### src/rtl/lsu_pkg.sv
// Shared types for the load/store unit: FSM states, funct3 codes,
// fault cause encodings and the request legality check.
package lsu_pkg;

  typedef enum logic [1:0] {
    S_IDLE,
    S_REQ,
    S_WAIT,
    S_DONE
  } lsu_state_e;

  localparam logic [2:0] F3_B  = 3'b000;
  localparam logic [2:0] F3_H  = 3'b001;
  localparam logic [2:0] F3_W  = 3'b010;
  localparam logic [2:0] F3_BU = 3'b100;
  localparam logic [2:0] F3_HU = 3'b101;

  localparam logic [1:0] CAUSE_NONE     = 2'b00;
  localparam logic [1:0] CAUSE_MISALIGN = 2'b01;
  localparam logic [1:0] CAUSE_ILLEGAL  = 2'b10;
  localparam logic [1:0] CAUSE_TIMEOUT  = 2'b11;

  // Illegal funct3 outranks misalignment.
  function automatic logic [1:0] req_cause(
    input logic       write,
    input logic [2:0] f3,
    input logic [1:0] off
  );
    logic illegal;
    logic misal;
    illegal = write ? (f3 > F3_W)
                    : (f3 == 3'b011 || f3[2:1] == 2'b11);
    misal = (f3[1:0] == 2'b01 && off[0]) ||
            (f3[1:0] == 2'b10 && off != 2'b00);
    if (illegal)    return CAUSE_ILLEGAL;
    else if (misal) return CAUSE_MISALIGN;
    else            return CAUSE_NONE;
  endfunction

endpackage

### src/rtl/lsu_load_align.sv
// Load data lane select and sign/zero extension.
// Purely combinational.
module lsu_load_align
  import lsu_pkg::*;
#(
  parameter int SIZE = 32
) (
  input  logic [SIZE-1:0] mem_rdata,
  input  logic [1:0]      addr,
  input  logic [2:0]      funct3,
  output logic [SIZE-1:0] load_value
);

  logic [7:0]  w_byte;
  logic [15:0] w_half;

  always_comb begin
    w_byte     = mem_rdata[{addr, 3'b000} +: 8];
    w_half     = addr[1] ? mem_rdata[31:16] : mem_rdata[15:0];
    load_value = '0;
    case (funct3)
      F3_B:    load_value = {{(SIZE-8){w_byte[7]}}, w_byte};
      F3_H:    load_value = {{(SIZE-16){w_half[15]}}, w_half};
      F3_W:    load_value = mem_rdata;
      F3_BU:   load_value = {{(SIZE-8){1'b0}}, w_byte};
      F3_HU:   load_value = {{(SIZE-16){1'b0}}, w_half};
      default: load_value = '0;
    endcase
  end

endmodule

### src/rtl/load_store_unit.sv
// Multi-cycle load/store unit with valid/ready data-memory port.
// Define LSU_TIMEOUT_EN to enable the WAIT-state response watchdog.
module load_store_unit
  import lsu_pkg::*;
#(
  parameter int SIZE           = 32,
  parameter int TIMEOUT_CYCLES = 255
) (
  input  logic            clk,
  input  logic            rst,
  input  logic            req_valid,
  input  logic            req_write,
  input  logic [2:0]      req_funct3,
  input  logic [SIZE-1:0] address,
  input  logic [SIZE-1:0] store_data,
  output logic            busy,
  output logic            resp_valid,
  output logic [SIZE-1:0] load_data,
  output logic            fault,
  output logic [1:0]      fault_cause,
  output logic            mem_req_valid,
  input  logic            mem_req_ready,
  output logic            mem_we,
  output logic [SIZE-1:0] mem_addr,
  output logic [SIZE-1:0] mem_wdata,
  output logic [3:0]      mem_wstrb,
  input  logic            mem_rsp_valid,
  input  logic [SIZE-1:0] mem_rdata
);

  lsu_state_e      r_state;
  lsu_state_e      w_next;
  logic            r_write;
  logic [2:0]      r_funct3;
  logic [1:0]      r_off;
  logic [SIZE-1:0] r_mem_addr;
  logic [SIZE-1:0] r_mem_wdata;
  logic [3:0]      r_mem_wstrb;
  logic [SIZE-1:0] r_load_data;
  logic            r_fault;
  logic [1:0]      r_cause;
  logic [1:0]      w_req_cause;
  logic [SIZE-1:0] w_wdata;
  logic [3:0]      w_wstrb;
  logic [SIZE-1:0] w_aligned;
  logic            w_accept;
  logic            w_expire;
`ifdef LSU_TIMEOUT_EN
  logic [7:0]      r_cnt;
`endif

  lsu_load_align #(.SIZE(SIZE)) u_align (
    .mem_rdata  (mem_rdata),
    .addr       (r_off),
    .funct3     (r_funct3),
    .load_value (w_aligned)
  );

  assign w_req_cause = req_cause(req_write, req_funct3, address[1:0]);
  assign w_accept    = (r_state == S_IDLE) && req_valid;

`ifdef LSU_TIMEOUT_EN
  assign w_expire = (r_cnt == 8'(TIMEOUT_CYCLES - 1));
`else
  assign w_expire = 1'b0;
`endif

  always_ff @(posedge clk or posedge rst) begin
    if (rst) r_state <= S_IDLE;
    else     r_state <= w_next;
  end

  always_comb begin
    w_next = r_state;
    unique case (r_state)
      S_IDLE: if (req_valid)
                w_next = (w_req_cause == CAUSE_NONE) ? S_REQ : S_DONE;
      S_REQ:  if (mem_req_ready)
                w_next = r_write ? S_DONE : S_WAIT;
      S_WAIT: if (mem_rsp_valid || w_expire)
                w_next = S_DONE;
      S_DONE: w_next = S_IDLE;
      default: w_next = S_IDLE;
    endcase
  end

  // Store lanes are replicated so the bus only needs the strobe.
  always_comb begin
    w_wdata = store_data;
    w_wstrb = 4'b1111;
    case (req_funct3[1:0])
      2'b00: begin
        w_wdata = {4{store_data[7:0]}};
        w_wstrb = 4'b0001 << address[1:0];
      end
      2'b01: begin
        w_wdata = {2{store_data[15:0]}};
        w_wstrb = address[1] ? 4'b1100 : 4'b0011;
      end
      default: ;
    endcase
  end

  always_ff @(posedge clk or posedge rst) begin
    if (rst) begin
      r_write     <= 1'b0;
      r_funct3    <= '0;
      r_off       <= '0;
      r_mem_addr  <= '0;
      r_mem_wdata <= '0;
      r_mem_wstrb <= '0;
      r_load_data <= '0;
      r_fault     <= 1'b0;
      r_cause     <= CAUSE_NONE;
    end else if (w_accept) begin
      r_write     <= req_write;
      r_funct3    <= req_funct3;
      r_off       <= address[1:0];
      r_mem_addr  <= {address[SIZE-1:2], 2'b00};
      r_mem_wdata <= w_wdata;
      r_mem_wstrb <= w_wstrb;
      r_load_data <= '0;
      r_fault     <= (w_req_cause != CAUSE_NONE);
      r_cause     <= w_req_cause;
    end else if (r_state == S_WAIT) begin
      if (mem_rsp_valid) begin
        r_load_data <= w_aligned;
      end else if (w_expire) begin
`ifdef LSU_TIMEOUT_EN
        r_fault <= 1'b1;
        r_cause <= CAUSE_TIMEOUT;
`endif
      end
    end
  end

`ifdef LSU_TIMEOUT_EN
  always_ff @(posedge clk or posedge rst) begin
    if (rst)                    r_cnt <= '0;
    else if (r_state != S_WAIT) r_cnt <= '0;
    else                        r_cnt <= r_cnt + 8'd1;
  end
`endif

  assign busy = (r_state == S_REQ) || (r_state == S_WAIT) || w_accept;
  assign resp_valid    = (r_state == S_DONE);
  assign load_data     = r_load_data;
  assign fault         = r_fault;
  assign fault_cause   = r_cause;
  assign mem_req_valid = (r_state == S_REQ);
  assign mem_we        = r_write;
  assign mem_addr      = r_mem_addr;
  assign mem_wdata     = r_mem_wdata;
  assign mem_wstrb     = r_mem_wstrb;

endmodule

### config.mk
export PLATFORM = sky130hd
export DESIGN_NAME = load_store_unit
export DESIGN_NICKNAME = d
export VERILOG_FILES = /design/src/rtl/lsu_pkg.sv /design/src/rtl/lsu_load_align.sv /design/src/rtl/load_store_unit.sv
export SDC_FILE = /design/constraint.sdc
export NUM_CORES = 1
export LEC_CHECK = 0
export CAP_MARGIN = 20
export CORE_MARGIN = 2
export CORE_UTILIZATION = 35
export DETAILED_ROUTE_END_ITERATION = 16
export DONT_BUFFER_PORTS = 1
export PLACE_DENSITY = 0.49
export SLEW_MARGIN = 20
export SYNTH_ARGS = -nofsm -noshare
export SYNTH_HDL_FRONTEND = slang
export SYNTH_SLANG_ARGS = --single-unit
### constraint.sdc
create_clock -name clk -period 4.2 [get_ports clk]
set_input_delay 0.63 -clock clk [delete_from_list [all_inputs] [get_ports clk]]
set_output_delay 0.63 -clock clk [all_outputs]
set_load 0.01 [all_outputs]
After elaboration in Yosys (flattened, before gate mapping)
Cells that the tools add are included.
Storage, ports and cells
  register bits: 109
  word-level logic and storage cells: 61
Operators by class
  shift-type cells: 2
  $lt $le $gt $ge: 1
  reduce and logical (&&, ||, !) cells: 17
  equal/unequal tests: 14
  muxes and demuxes: 17
Operators by type and width (count)
  $pmux 32 s5: 1
  $mux 32: 3
  $pmux 32 s2: 1
  $shiftx 32x6->8: 1
  $mux 16: 1
  $mux 2: 5
  $eq 2x2->1 const B: 4
  $pmux 2 s4: 1
  $pmux 4 s2: 1
  $reduce_bool 2->1: 4
  $eq 3x2->1 const B: 2
  $eq 3x3->1 const B: 2
  $logic_not 2->1: 3
  $eq 2x1->1 const B: 2
  $logic_or 1x1->1: 4
  $mux 4: 1
  $ne 2x2->1 const B: 2
  $shl 1x2->4 const A: 1
  $eq 3x1->1 const B: 1
  $gt 3x2->1 const B: 1
  $logic_and 1x1->1: 3
  $logic_not 3->1: 1
  $mux 1: 3
  $reduce_and 3->1: 1
  other kinds (2): 2

Logic depth before layout (Yosys ltp)
  depth after elaboration: 9
  gate-level depth with buffers: 8

By module
From an unflattened synthesis, not the netlist that was laid out.
Second synthesis, totals
  cell total of the unflattened synthesis: 458
  area, all modules: 5343.9 µm²
Modules (own cells, without submodules)
  load_store_unit: area an instance 4581.9 µm², seq. area each 2727.6 µm², instances 1, cells an instance 350
  lsu_load_align: area an instance 762.0 µm², seq. area each 0.0 µm², instances 1, cells an instance 108

Worst setup path before layout
Ideal clock, no wire load.
  path kind: register -> output
  start point: register r_state[1]
  end point: output port busy
  stages on the path, launching flop included: 7
  path slack: 2.223 ns
  arrival: 1.347 ns
  path through: dfrtp_1 > inv_1 > ha_1 > nand2_1 > buf_2 > buf_1 > nand2b_1
On the way
  longest elaborated chain between the ends: 3
  elaborated cells on any way between the ends: 6
RTL lines
  start: declaration: line load_store_unit.sv:31  | lsu_state_e r_state;
  start signal: assignment: line load_store_unit.sv:70  | else r_state <= w_next;
  $eq 2x1->1 (tied with other cells): line load_store_unit.sv:145  | assign busy = (r_state == S_REQ) || (r_state == S_WAIT) || w_accept;
  $logic_or 1x1->1 or $logic_and 1x1->1 (tied branches): line load_store_unit.sv:145, load_store_unit.sv:60
  $logic_or 1x1->1 (*): line load_store_unit.sv:145
  end: declaration: line load_store_unit.sv:16  | output logic busy,
Mark *: on every way between the ends. The rest lies on a longest branch, timed or not.

Worst setup path in the final report
  start point: register r_state[0]
  end point: output port busy
Same word-level chain as after synthesis.

==> impl_metrics.tcl <==
set metrics [dict create \
    status "completed" \
    yosys_warnings 0 \
    post_cts_buffers 0 \
    hold_viol 0 \
    cts_root_buf "clkbuf_16" \
    setup_violations 0 \
    cp_slowest_stage_delay_ns 0.47 \
    comb_power_share_pct 27.1 \
    power_mw 4.099 \
    hold_path.class "in2async" \
    dr.pass1.iters 5 \
    fin_crit_ns 2.488 \
    drive_gt1_share_pct 21.03 \
    clock_latency_ns 0.35 \
    period_share_pct 59.25 \
    leakage_nw 2.382 \
    cp.required_ns 3.57 \
    final_antenna_net_count 0 \
    routabilityCongestion 0.8141 \
    cts.path.max_buffers 2 \
    p_switching_mw 1.553 \
    htree_levels 3 \
    tightest_slew_ns 0.8957 \
    syn_area_um2 4969 \
    grt_setup_unrepaired "no" \
    dp_slack_ns 2.082 \
    post_synth_num_cell_types 43 \
    cp_top_family "buffers and inverters" \
    final_common_cell "dfrtp_1" \
    cp.arrival_ns 1.86 \
    ys_ff_latch 109 \
    grt_pass1_wl_um 18840 \
    critPathSlowestCell "buf_4" \
    worstReg2RegEnd "mem_addr[9]" \
    synth.avg_cell_area_um2 11.94 \
    synth_edf_count 0 \
    antenna_found_initial 0 \
    core_area_um2 13880 \
    worstPathCellList "inv_1 > ha_1 > nand2_2 > buf_4 > nand2b_1" \
    critPathKind "reg2out" \
    sw_frac_of_total_pct 37.88 \
    ctsHoldBuffers 0 \
    worst_slack_ns 1.712 \
    start_util_pct 35.79 \
    peakVddDrop_uv 394.2 \
    max_freq_mhz 401.9 \
    dieWidth_um 123.1 \
    ys.flop_type "dfrtp_1" \
    end_kind "primary output" \
    remaining_drc_errors 0 \
    r2r_slack_ns 2.12 \
    cp_num_buf_inv 2 \
    dieArea_um2 15160 \
    rr_startpoint "r_state[0]" \
    critPathMaxFanout 64 \
    grt-ovfl-total 0 \
    clkSinkCount 109 \
    wl_um 12440 \
    internal_power_mw 2.546 \
    numCtsBuffers 9 \
    powerDensity_nw_per_um2 758.1 \
    dp_hpwl_um 9121 \
    num_vias 3316 \
    die_h_um 123.1 \
    r2r_cells 5 \
    synth_seq_area_share_pct 54.90 \
    dp_cells 573 \
    grt_pass1_vias 3397 \
    io_pins 212 \
    synthCells 416 \
    grt_start_max_net_pins 75 \
    startpoint_type "register" \
    viasPerCell 5.630 \
    clk_pin_slew_ns 0.07 \
    num_antenna_cells 0 \
    cts_tree "done" \
    layout_common_cells "dfrtp_1 (109), mux2_2 (51), nand2_1 (40)" \
    grt_util_all_layers_pct 16.38 \
    cts_resized 0 \
    io_buffers 0 \
    relSlewSlack_pct 40.29 \
    nets 514 \
    slew_violations 0 \
    wl_per_cell_um 21.13 \
    layout.cells.non_filler 589 \
    syn_to_final_growth_pct 8.814 \
    num_rows 43 \
    setup_tns_ns 0 \
    maxCapViolations 0 \
    synth_async_sr_flop_share_pct 100.0 \
    clock_skew_ns 0.005373 \
    first_iter_violations 215 \
    clkPwrFrac_pct 21.6 \
    num-fill-cells 1333 \
    p_seq_share_pct 51.3 \
]
[flip-flops by register name, indices dropped and copies added (netlist names)]
| signal | flops |
|---|---|
| r_funct3 | 3 |
| r_state | 2 |
| r_off | 2 |
| mem_wdata | 32 |
| mem_addr | 30 |
| mem_we | 1 |
| fault | 1 |
| fault_cause | 2 |
| mem_wstrb | 4 |
| load_data | 32 |
[Yosys cell counts, types with 3 or more instances]
cell      instances  share of area, %
dfrtp_1         109                55
buf_2            15               1.5
ha_1              5               1.3
a222oi_1          7               1.4
nand2b_1          4              0.50
a21oi_1          21               2.1
buf_1             3              0.23
inv_1             7              0.53
nor2_1           13              0.98
clkbuf_1          7              0.53
mux2i_1          26               5.2
o21ai_0          39               3.9
mux2_2           51                12
a22oi_1           7               1.1
nor4_1            3              0.38
a21o_1            7               1.1
a221o_1          16               3.2
a31oi_1           4              0.50
nand2_1          41               3.1
buf_4             3              0.45
[per-layer routing]
layer  wire length [um]  share of wire [%]  GRT usage, %
met1               4872                 39         19.25
met2               5803                 47         25.38
met3               1515                 12         8.856
met4                252                2.0         5.753
met5                  0                  0             0
[worst reg2reg max path, delay by kind of cell (launching register included)]
kind / cells / cell delay (ns)
mux: 1 / 0.43
buf+inv: 2 / 0.61
simple gates: 1 / 0.30
flops: 1 / 0.40
fa+ha+maj: 1 / 0.22
[final cells by class]
type                    count  area [um2]  area share, %
repair buffers              5       37.54         0.6943
well taps                 180       225.2          4.166
inverters                   7       28.78         0.5323
clock buffers              10       239.0          4.420
clock inverters             6       68.82          1.273
flip-flops and latches    109        2728          50.45
multi-input cells         272        2079          38.46
[power groups by stage]
stage	sequential (mW)	clock (mW)	combinational, mW
3_5_place_dp	2.13	0	1.13
6_report	2.10	0.887	1.11
5_1_grt	2.17	0.968	1.24
2_1_floorplan	1.95	0	1.00
3_3_place_gp	2.12	0	1.08
4_1_cts	2.12	0.923	1.12
[worst max-delay path by stage]
stage,slack (ns),to,cells after the start,from
final,1.71,busy,5,r_state[0]
after global routing,1.57,busy,5,r_state[1]
after CTS,1.69,busy,5,r_state[1]
after detailed placement,2.08,busy,5,r_state[1]
after global placement,2.12,busy,5,r_state[1]
after floorplan,0.70,fault,1,rst
[cells by family (layout without fill, tap and decap cells)]
kind of cell    count (synthesis)  after routing  share of synthesized area (%)
compound gates                111            111                          15.51
fa+ha+maj                       5              5                          1.259
buf+inv                        36             28                          3.475
flops                         109            109                          54.90
mux                            79             79                          17.55
other cells                     1              2                        0.07548
simple gates                   75             75                          7.228
[through the flow]
stage / hold WS, ns / util, % / cell area (um2)
2_1_floorplan: 0.5139 / - / 4972
3_3_place_gp: 0.5377 / 36.73 / 5099
3_5_place_dp: 0.5400 / 36.73 / 5099
4_1_cts: 0.3732 / 38.95 / 5406
5_1_grt: 0.3931 / 38.95 / 5406
6_report: 0.3378 / 38.95 / 5406
(Power assumes the default switching activity.)
